$ cat src/rtl/encoder_tracker.sv
// Absolute-encoder tracker: samples a 7-bit position every SAMPLE_DIV clocks, unwraps it into a
// signed multi-turn count, and faults on repeated bad samples. Optional velocity: ENC_VELOCITY_EN.
module encoder_tracker #(
  parameter int unsigned SAMPLE_DIV = 4,
  parameter int unsigned MAX_STEP   = 8,
  parameter int unsigned ERR_LIMIT  = 3,
  parameter int unsigned VEL_WINDOW = 4
) (
  input  logic        clk,
  input  logic        rst_n,
  input  logic [7:0]  pos_in,
  input  logic        clr,
  output logic [7:0]  position,
  output logic        pos_valid,
  output logic [15:0] count,
  output logic        dir,
  output logic        step_err,
  output logic        fault,
  output logic [11:0] velocity,
  output logic        vel_valid
);

  localparam int unsigned PS_W    = 16;
  localparam int unsigned ERR_W   = 4;
  localparam int unsigned DELTA_W = 7;
  localparam int unsigned CNT_W   = 16;
  localparam int unsigned VEL_W   = 12;

  typedef enum logic [1:0] {
    ST_INIT  = 2'd0,
    ST_TRACK = 2'd1,
    ST_FAULT = 2'd2
  } state_t;

  state_t             state;
  logic [PS_W-1:0]    ps_cnt;
  logic [ERR_W-1:0]   err_cnt;

  logic               tick_c;
  logic [DELTA_W-1:0] delta_c;
  logic [DELTA_W-1:0] delta_mag_c;
  logic [CNT_W-1:0]   delta_ext_c;
  logic               bad_c;
  logic [ERR_W-1:0]   err_next_c;
  logic               fault_hit_c;

  // Delta is taken modulo 128 so crossing the 127/0 seam reads as a small step.
  assign tick_c      = (ps_cnt == PS_W'(SAMPLE_DIV - 1));
  assign delta_c     = pos_in[DELTA_W-1:0] - position[DELTA_W-1:0];
  assign delta_mag_c = delta_c[DELTA_W-1] ? DELTA_W'(-delta_c) : delta_c;
  assign delta_ext_c = {{(CNT_W-DELTA_W){delta_c[DELTA_W-1]}}, delta_c};
  assign bad_c       = pos_in[7] ||
                       ((state == ST_TRACK) && (delta_mag_c > DELTA_W'(MAX_STEP)));
  assign err_next_c  = (&err_cnt) ? err_cnt : err_cnt + ERR_W'(1);
  assign fault_hit_c = (32'(err_next_c) >= ERR_LIMIT);

  // Sample prescaler; clr restarts the sample phase.
  always_ff @(posedge clk or negedge rst_n) begin
    if (!rst_n) begin
      ps_cnt <= '0;
    end else if (clr || tick_c) begin
      ps_cnt <= '0;
    end else begin
      ps_cnt <= ps_cnt + PS_W'(1);
    end
  end

  // Tracking state machine with registered outputs.
  always_ff @(posedge clk or negedge rst_n) begin
    if (!rst_n) begin
      state     <= ST_INIT;
      position  <= '0;
      pos_valid <= 1'b0;
      count     <= '0;
      dir       <= 1'b0;
      step_err  <= 1'b0;
      fault     <= 1'b0;
      err_cnt   <= '0;
    end else begin
      step_err <= 1'b0;
      if (clr) begin
        state     <= ST_INIT;
        count     <= '0;
        err_cnt   <= '0;
        fault     <= 1'b0;
        pos_valid <= 1'b0;
      end else if (tick_c) begin
        case (state)
          ST_INIT, ST_TRACK: begin
            if (bad_c) begin
              step_err <= 1'b1;
              err_cnt  <= err_next_c;
              if (fault_hit_c) begin
                state     <= ST_FAULT;
                fault     <= 1'b1;
                pos_valid <= 1'b0;
              end
            end else if (state == ST_INIT) begin
              state     <= ST_TRACK;
              position  <= pos_in;
              count     <= '0;
              pos_valid <= 1'b1;
              err_cnt   <= '0;
            end else begin
              position <= pos_in;
              count    <= count + delta_ext_c;
              err_cnt  <= '0;
              if (delta_c != '0) begin
                dir <= ~delta_c[DELTA_W-1];
              end
            end
          end
          ST_FAULT: begin
            state <= ST_FAULT;
          end
          default: begin
            state <= ST_INIT;
          end
        endcase
      end
    end
  end

`ifdef ENC_VELOCITY_EN
  localparam int unsigned WIN_W = 6;

  logic [WIN_W-1:0] win_cnt;
  logic [VEL_W-1:0] vel_acc;
  logic [VEL_W-1:0] vel_add_c;

  // Only accepted TRACK deltas contribute; rejected ticks still advance the window.
  assign vel_add_c = ((state == ST_TRACK) && !bad_c) ?
                     {{(VEL_W-DELTA_W){delta_c[DELTA_W-1]}}, delta_c} : '0;

  always_ff @(posedge clk or negedge rst_n) begin
    if (!rst_n) begin
      win_cnt   <= '0;
      vel_acc   <= '0;
      velocity  <= '0;
      vel_valid <= 1'b0;
    end else begin
      vel_valid <= 1'b0;
      if (clr) begin
        win_cnt  <= '0;
        vel_acc  <= '0;
        velocity <= '0;
      end else if (tick_c && (state != ST_FAULT)) begin
        if (win_cnt == WIN_W'(VEL_WINDOW - 1)) begin
          velocity  <= vel_acc + vel_add_c;
          vel_valid <= 1'b1;
          vel_acc   <= '0;
          win_cnt   <= '0;
        end else begin
          vel_acc <= vel_acc + vel_add_c;
          win_cnt <= win_cnt + WIN_W'(1);
        end
      end
    end
  end
`else
  logic unused_vel_window;

  assign velocity          = '0;
  assign vel_valid         = 1'b0;
  assign unused_vel_window = (VEL_WINDOW != 0);
`endif

endmodule
$ cat config.mk
export PLATFORM = sky130hd
export DESIGN_NAME = encoder_tracker
export DESIGN_NICKNAME = d
export VERILOG_FILES = /design/src/rtl/encoder_tracker.sv
export SDC_FILE = /design/constraint.sdc
export NUM_CORES = 1
export LEC_CHECK = 0
export ABC_CLOCK_PERIOD_IN_PS = 4300
export BUFFER_PORTS_ARGS = -buffer_cell sky130_fd_sc_hd__buf_2
export CORE_AREA = 2 2 98 100
export CTS_BUF_LIST = sky130_fd_sc_hd__clkbuf_16
export DETAILED_ROUTE_END_ITERATION = 12
export DIE_AREA = 0 0 100 102
export PLACE_DENSITY = 0.62
export SYNTH_ARGS = -nofsm -noshare
export SYNTH_HDL_FRONTEND = slang
export SYNTH_SLANG_ARGS = --single-unit
export TNS_END_PERCENT = 10
$ cat constraint.sdc
create_clock -name clk -period 4.3 [get_ports clk]
set_clock_uncertainty 0.05 [all_clocks]
set_input_delay 0.86 -clock clk [delete_from_list [all_inputs] [get_ports clk]]
set_output_delay 0.86 -clock clk [all_outputs]
set_load 0.005 [all_outputs]
==> key figures, run 1 <==
Yosys
  • Portion of the post-synthesis area used by sequential elements: a little over a third
  • Flip-flop cell with the highest count after synthesis: sky130_fd_sc_hd__dfrtp_1
  • Number of synthesized flops with an enable pin: 0
  • Ranking of synthesized cells by instance count: 50 x sky130_fd_sc_hd__dfrtp_1, 44 x sky130_fd_sc_hd__nor2_1, 24 x sky130_fd_sc_hd__ha_1
  • Mean instance size in the synthesized netlist: approximately 9.4 um^2
  • Most frequent cell after synthesis: sky130_fd_sc_hd__dfrtp_1
  • Yosys warning total: 0
  • Number of library cell types mapped by synthesis: 60
  • Cells after synthesis: 362
  • Summed instance area of the synthesized netlist: approximately 3400 um^2
  • Synthesized flop and latch total: 50
  • Area share of the leading cell type in the synthesized netlist: 36.6%
  • Top cells by area in the synthesized netlist: sky130_fd_sc_hd__dfrtp_1 37%, sky130_fd_sc_hd__ha_1 8.8%, sky130_fd_sc_hd__xor2_1 4.9%, sky130_fd_sc_hd__nor2_1 4.8%, sky130_fd_sc_hd__mux2_2 3.3%
  • Share of async-settable or async-resettable flops after synthesis: 100%
  • Cell accounting for the most synthesized area: sky130_fd_sc_hd__dfrtp_1

Routing
  • Wire length per cell after detailed routing: 14.2 um
  • Routed Wire Length: 7580 um
  • 1st-iter DRT viols: 86
  • Vias after detailed routing: 2,819
  • Remaining design rule violation count: 0
  • Number of nets still failing antenna checks after routing: 0
  • Vias per inst: 5.27
  • Number of search-and-repair iterations in the first detailed-routing pass: 4

Worst setup path
  • Worst Reg-to-Reg Cells: 16
  • Beginning of the critical path: pos_in[0]
  • Critical Path End Type: flop
  • Arrival time of the worst setup path: 4.22 ns
  • Endpoint of the most critical register-to-register path: count[11]
  • Max FO, Critical Path: 5
  • Worst flop-to-flop path startpoint: position[0]
  • R2r setup slk: around 0.51 ns
  • Critical path class: primary input to flop
  • Worst Setup Start Kind: primary input
  • WP data required: 4.43 ns

Min path
  • Hold/Removal Path Class: flop to flop
  • Hold depth: 1
  • Destination of the worst hold path: position[7]
  • Worst hold path startpoint: position[7]

Die
  • Die X-Extent: 100 um
  • Starting density of the core: 37.6%
  • DIE AREA: just over 10,000 um^2
  • Overall die height: just over 100 um
  • Total number of placement rows: 35
  • Count of boundary I/O pins: 52
  • Floorplan Core Area: around 9100 um^2

Pwr
  • Switching share of power: 40.9%
  • Internal: 1.28 mW
  • Clock network power share: 18.3%
  • Worst IR drop on VDD: 0.294 mV
  • Sequential group share of total power: 25.1%
  • Proportion of power drawn by combinational gates: a little under three fifths
  • P per Cell Area: 536 nW/um^2
  • Switch Pwr: 0.883 mW
  • Leakage power summed over all cells: roughly 2.0 nW

Timing
  • Final Critical Period: 4.08 ns
  • Max-slew violation total from the final report: 0
  • Unrepaired setup endpoints after global routing: false
  • Slew @ Worst Pin: 1.01 ns
  • Top achievable clock speed: 245 MHz
  • Final period util: 95.0%
  • Setup_tns: 0 ns
  • Relative max-transition margin: 32.3%
  • Count of final hold-check violations: 0
  • Final setup viols: 0

Clocking
  • Clock transition at path regs: 0.07 ns
  • Clock latency reported for the late side of the worst-skew pair: approximately 0.29 ns
  • Cts hold-fix bufs: 0
  • Clock tree from TritonCTS: built
  • TritonCTS Buffers: 5
  • Number of H-tree branching levels: 2
  • Root buffer selected by CTS: sky130_fd_sc_hd__clkbuf_16
  • Worst-case clock buffer depth: 2
  • Clock sink total: 50

Place
  • Gp weighted congestion: around 0.84
  • Hpwl dp: around 5700 um
  • Placed instance count: 527
  • Port Buffer Count: 38

Final layout
  • Layout net count: 460
  • Non-Filler Instances: 535
  • Fraction of final layout cells with drive strength greater than 1: 23.1%
  • Area grow syn2layout: 17.7%
  • Antenna Cells: 0

Global routing
  • Global-route wire length before repair: roughly 13,000 um
  • Total track usage: 15.7%
  • Vias in the first global route: 2,749
  • Global route overflow: 0
  • Largest net degree at the start of global routing: 51
  • Number of antenna violations at the first check in global routing: 0

Job
  • MaxCap Viol Count: 0

Status
  • Result of the run: complete, no violations
==> worst max-delay path, cell delays in order <==
cell                       delay [ns]
sky130_fd_sc_hd__buf_2           0.09
sky130_fd_sc_hd__inv_1           0.04
sky130_fd_sc_hd__ha_1            0.21
sky130_fd_sc_hd__fa_1            0.39
sky130_fd_sc_hd__nand2b_1        0.18
sky130_fd_sc_hd__a21oi_2         0.14
sky130_fd_sc_hd__o32ai_1         0.09
sky130_fd_sc_hd__a311o_2         0.37
sky130_fd_sc_hd__ha_1            0.35
sky130_fd_sc_hd__o211ai_1        0.16
sky130_fd_sc_hd__a21oi_2         0.22
sky130_fd_sc_hd__o31ai_4         0.10
sky130_fd_sc_hd__a311oi_2        0.28
sky130_fd_sc_hd__buf_4           0.18
sky130_fd_sc_hd__buf_4           0.10
sky130_fd_sc_hd__xnor2_1         0.10
sky130_fd_sc_hd__nor2_1          0.05
sky130_fd_sc_hd__mux2_4          0.29
==> stage by stage <==
step	utilization [%]	instance area (um^2)	power, mW	setup WS, ns	hold WS (ns)
3_3_place_gp	42.3	3850	1.73	-0.0637	0.421
6_report	44.2	4030	2.16	0.217	0.436
2_1_floorplan	-	3480	1.41	0.0136	0.397
3_5_place_dp	42.3	3850	1.75	-0.130	0.423
5_1_grt	44.2	4030	2.35	0.00346	0.470
4_1_cts	43.9	4000	2.17	0.166	0.439
==> placed cells by master (no fill, tap or decap), types with 5 or more instances in the layout <==
master                      count
sky130_fd_sc_hd__buf_4         22
sky130_fd_sc_hd__ha_1          24
sky130_fd_sc_hd__buf_2         38
sky130_fd_sc_hd__dfrtp_1       50
sky130_fd_sc_hd__xor2_1        19
sky130_fd_sc_hd__nor2_1        44
sky130_fd_sc_hd__a21oi_1       16
sky130_fd_sc_hd__a22o_1         6
sky130_fd_sc_hd__inv_1         18
sky130_fd_sc_hd__and3_1         8
sky130_fd_sc_hd__nand3_1       18
sky130_fd_sc_hd__nor3_1         8
sky130_fd_sc_hd__nor4_1         5
sky130_fd_sc_hd__mux2_2        10
sky130_fd_sc_hd__conb_1        13
sky130_fd_sc_hd__xnor2_1        9
sky130_fd_sc_hd__clkbuf_16      5
sky130_fd_sc_hd__nand2_1       15
sky130_fd_sc_hd__o21ai_0       15
==> worst max-delay path by stage <==
stage | slack (ns) | depth (start not counted) | to
6_report | 0.22 | 18 | count[11]
3_5_place_dp | -0.13 | 16 | count[15]
5_1_grt | 0.003 | 18 | count[11]
4_1_cts | 0.17 | 18 | count[11]
2_1_floorplan | 0.01 | 15 | count[15]
3_3_place_gp | -0.06 | 16 | count[15]
==> power by group through the flow <==
stage	clock network (mW)	logic [mW]	registers [mW]
after floorplan	0	0.851	0.555
after global placement	0	1.18	0.553
after detailed placement	0	1.20	0.553
after CTS	0.415	1.21	0.544
after global routing	0.431	1.37	0.549
final	0.395	1.22	0.543
==> timing repair <==
item                                    CTS  global route
setup buffers                             0             0
endpoints found under the setup margin    0             4
endpoints found under the hold margin     0             0
gates resized for setup                   0             5
==> sequential cells by signal, indices dropped and copies added (netlist names) <==
signal / cells
count: 16
dir: 1
err_cnt: 4
fault: 1
pos_valid: 1
position: 8
ps_cnt: 16
state: 2
step_err: 1
==> metal layers <==
layer	up-vias	share of wire, %	track usage (%)
li1	1415	-	-
met1	1349	48	21.3
met2	47	48	25.3
met3	8	2.6	2.53
met4	0	1.4	6.11
met5	-	0	0
==> logic make-up (layout without fill, tap and decap cells) <==
group / after synthesis / after routing / synth area share, %
simple gates: 127 / 127 / 19.1
compound gates: 82 / 82 / 17.5
flops: 50 / 50 / 36.6
buf+inv: 36 / 86 / 5.60
xor+xnor: 28 / 28 / 7.17
fa+ha+maj: 26 / 26 / 9.95
mux: 12 / 12 / 4.02
other cells: 1 / 13 / 0.110
==> area by class of cell <==
cell class / count / area [um^2]
multi-input combinational: 288 / 2070
clock inverter: 3 / 21.3
clock buffer: 5 / 125
fill: 913 / 5080
inverter: 18 / 67.6
tap: 111 / 139
sequential: 50 / 1250
timing repair buffer: 60 / 355
Power figures use the tool's default switching activity.
==> run 2, diff against run 1 <==
- BUFFER_PORTS_ARGS: -buffer_cell sky130_fd_sc_hd__buf_2 -> not set
- DONT_BUFFER_PORTS: not set -> 1
- PLACE_DENSITY: 0.62 -> 0.52
==> run 2 against run 1 <==
Total power is 4.9% lower. Sequential share of layout area grew 2.4 points. Sequential power grew 3%. Hold slack got worse by 0.22 ns. Setup slack gained 0.021 ns. Cell count down 8.8%. Combinational power fell by 9.8%. Critical path type unchanged. Largest cell class unchanged. Largest power group unchanged.
==> key figures, run 2 (synthesized netlist as in run 1, its figures left out) <==
Timing
  • Final setup viols: 0
  • Fin worst setup slack: 0.238 ns
  • Relative max-transition margin: between 60% and 70%
  • Count of final hold-check violations: 0
  • Max-slew violation total from the final report: 0
  • Top achievable clock speed: 246 MHz
  • Final period util: between 90 and 100%
  • Final Critical Period: between 4 and 5 ns
  • Unrepaired setup endpoints after global routing: false
  • Slew @ Worst Pin: a little under 0.6 ns
  • Setup_tns: 0 ns

Final layout
  • Layout net count: 413
  • Area grow syn2layout: 9.44%
  • Leading registers by flop count: count (16), ps_cnt (16), position (8)
  • Most common library cell in the layout ignoring fill and taps: sky130_fd_sc_hd__dfrtp_1
  • Commonest non-fill, non-tap cells in the layout: 50 x sky130_fd_sc_hd__dfrtp_1, 44 x sky130_fd_sc_hd__nor2_1, 24 x sky130_fd_sc_hd__ha_1, 19 x sky130_fd_sc_hd__xor2_1
  • Antenna Cells: 0
  • Final design instance area without fill: around 3700 um^2
  • Fraction of final layout cells with drive strength greater than 1: 12.7%
  • Non-Filler Instances: about 490

Clocking
  • Post-cts gate resize count: 0
  • Number of buffers inserted to repair setup after CTS: 0
  • Clock transition at path regs: 0.07 ns
  • Clock tree from TritonCTS: built
  • Number of H-tree branching levels: 2
  • Root buffer selected by CTS: sky130_fd_sc_hd__clkbuf_16
  • Cts hold-fix bufs: 0
  • Clock sink total: 50
  • Worst-case clock buffer depth: 2
  • Clock latency reported for the late side of the worst-skew pair: 0.29 ns
  • TritonCTS Buffers: 5

Routing
  • Routed Wire Length: a little under 8000 um
  • Wire length per cell after detailed routing: 15.8 um
  • Vias after detailed routing: 2,692
  • Number of search-and-repair iterations in the first detailed-routing pass: 4
  • Number of nets still failing antenna checks after routing: 0
  • Remaining design rule violation count: 0
  • Vias per inst: approximately 5.5
  • 1st-iter DRT viols: 108

Global routing
  • Largest net degree at the start of global routing: 51
  • Total track usage: around 16%
  • Global route overflow: 0
  • Global-route wire length before repair: around 13,000 um
  • Global routing met1 resource utilization: 21.3%
  • Fraction of met3 tracks used by global routing: 3.08%
  • Vias in the first global route: 2,590
  • Most Crowded Layer GR: met2
  • Number of antenna violations at the first check in global routing: 0
  • Met2 GRT Util: 26.1%

Pwr
  • P per Cell Area: around 550 nW/um^2
  • Worst IR drop on VDD: 0.259 mV
  • Leakage power summed over all cells: 1.79 nW
  • Final Total Pwr: 2.05 mW

Worst setup path
  • Endpoint of the most critical register-to-register path: count[15]
  • Worst Setup Start Kind: primary input
  • Max FO, Critical Path: 4
  • Beginning of the critical path: pos_in[0]
  • Worst flop-to-flop path startpoint: position[0]
  • R2r setup slk: 0.41 ns
  • Critical path class: primary input to flop
  • WP data required: 4.42 ns
  • Worst Reg-to-Reg Cells: 14
  • Arrival time of the worst setup path: 4.19 ns
  • Critical Path End Type: flop

Die
  • Floorplan Core Area: 9110 um^2
  • DIE AREA: 10,200 um^2
  • Overall die height: roughly 100 um
  • Starting density of the core: 37.6%
  • Total number of placement rows: 35
  • Die X-Extent: about 100 um
  • Count of boundary I/O pins: 52

Min path
  • Hold/Removal Path Class: primary input to asynchronous set/reset pin

Status
  • Result of the run: complete, no violations

Job
  • MaxCap Viol Count: 0

Place
  • Pre-CTS setup slack: -0.0714 ns
  • Placed instance count: 480
  • Hpwl dp: 5900 um
  • Total placed instance area: approximately 3600 um^2
  • Port Buffer Count: 0
  • Gp weighted congestion: 0.832
==> run 2: cell types whose count changed in the layout (fill, tap and decap cells not counted), moves of 2 or more <==
cell                      change
sky130_fd_sc_hd__buf_2       -38
sky130_fd_sc_hd__buf_4        -9
sky130_fd_sc_hd__a21oi_1      +2
sky130_fd_sc_hd__a21oi_2      -2
==> run 2: area by class of cell <==
class | instances | area (um^2)
fill | 912 | 5370
timing repair buffer | 13 | 97.6
clock inverter | 3 | 21.3
tap | 111 | 139
clock buffer | 5 | 125
inverter | 18 | 67.6
multi-input combinational | 288 | 2040
sequential | 50 | 1250
==> run 2: metal layers <==
metal	part of all wire, %	wire length [um]	vias up
li1	-	-	1320
met1	47	3650	1305
met2	47	3620	60
met3	4.4	341	7
met4	1.4	110	0
met5	0	0	-
==> run 2: where the power goes <==
part,leakage (nW),internal (mW),total [mW],switching (mW)
Sequential,0.681,0.514,0.558,0.0443
Clock,0.0698,0.216,0.396,0.180
Combinational,1.04,0.464,1.10,0.636
Total,1.79,1.19,2.05,0.861
==> run 2: critical path, stage by stage <==
cell                       delay [ns]
sky130_fd_sc_hd__inv_1           0.02
sky130_fd_sc_hd__ha_1            0.21
sky130_fd_sc_hd__fa_1            0.39
sky130_fd_sc_hd__nand2b_1        0.17
sky130_fd_sc_hd__a21oi_1         0.18
sky130_fd_sc_hd__o32ai_1         0.11
sky130_fd_sc_hd__a311o_2         0.41
sky130_fd_sc_hd__ha_1            0.20
sky130_fd_sc_hd__or3_1           0.35
sky130_fd_sc_hd__o31ai_2         0.28
sky130_fd_sc_hd__a311oi_2        0.17
sky130_fd_sc_hd__a221oi_2        0.26
sky130_fd_sc_hd__xor2_1          0.11
sky130_fd_sc_hd__and3_1          0.19
sky130_fd_sc_hd__a211o_1         0.25
==> run 2: how the worst max path moves through the flow <==
stage	depth (start not counted)	end
finish	15	count[15]
global route	15	count[15]
CTS	16	count[13]
detailed placement	16	count[13]
global placement	15	count[15]
floorplan	15	count[15]
==> run 2: through the flow <==
stage          utilization [%]  hold WS, ns
2_1_floorplan                -        0.397
3_3_place_gp              39.5        0.432
3_5_place_dp              39.5        0.439
4_1_cts                   41.1        0.203
5_1_grt                   41.1        0.196
6_report                  41.1        0.215
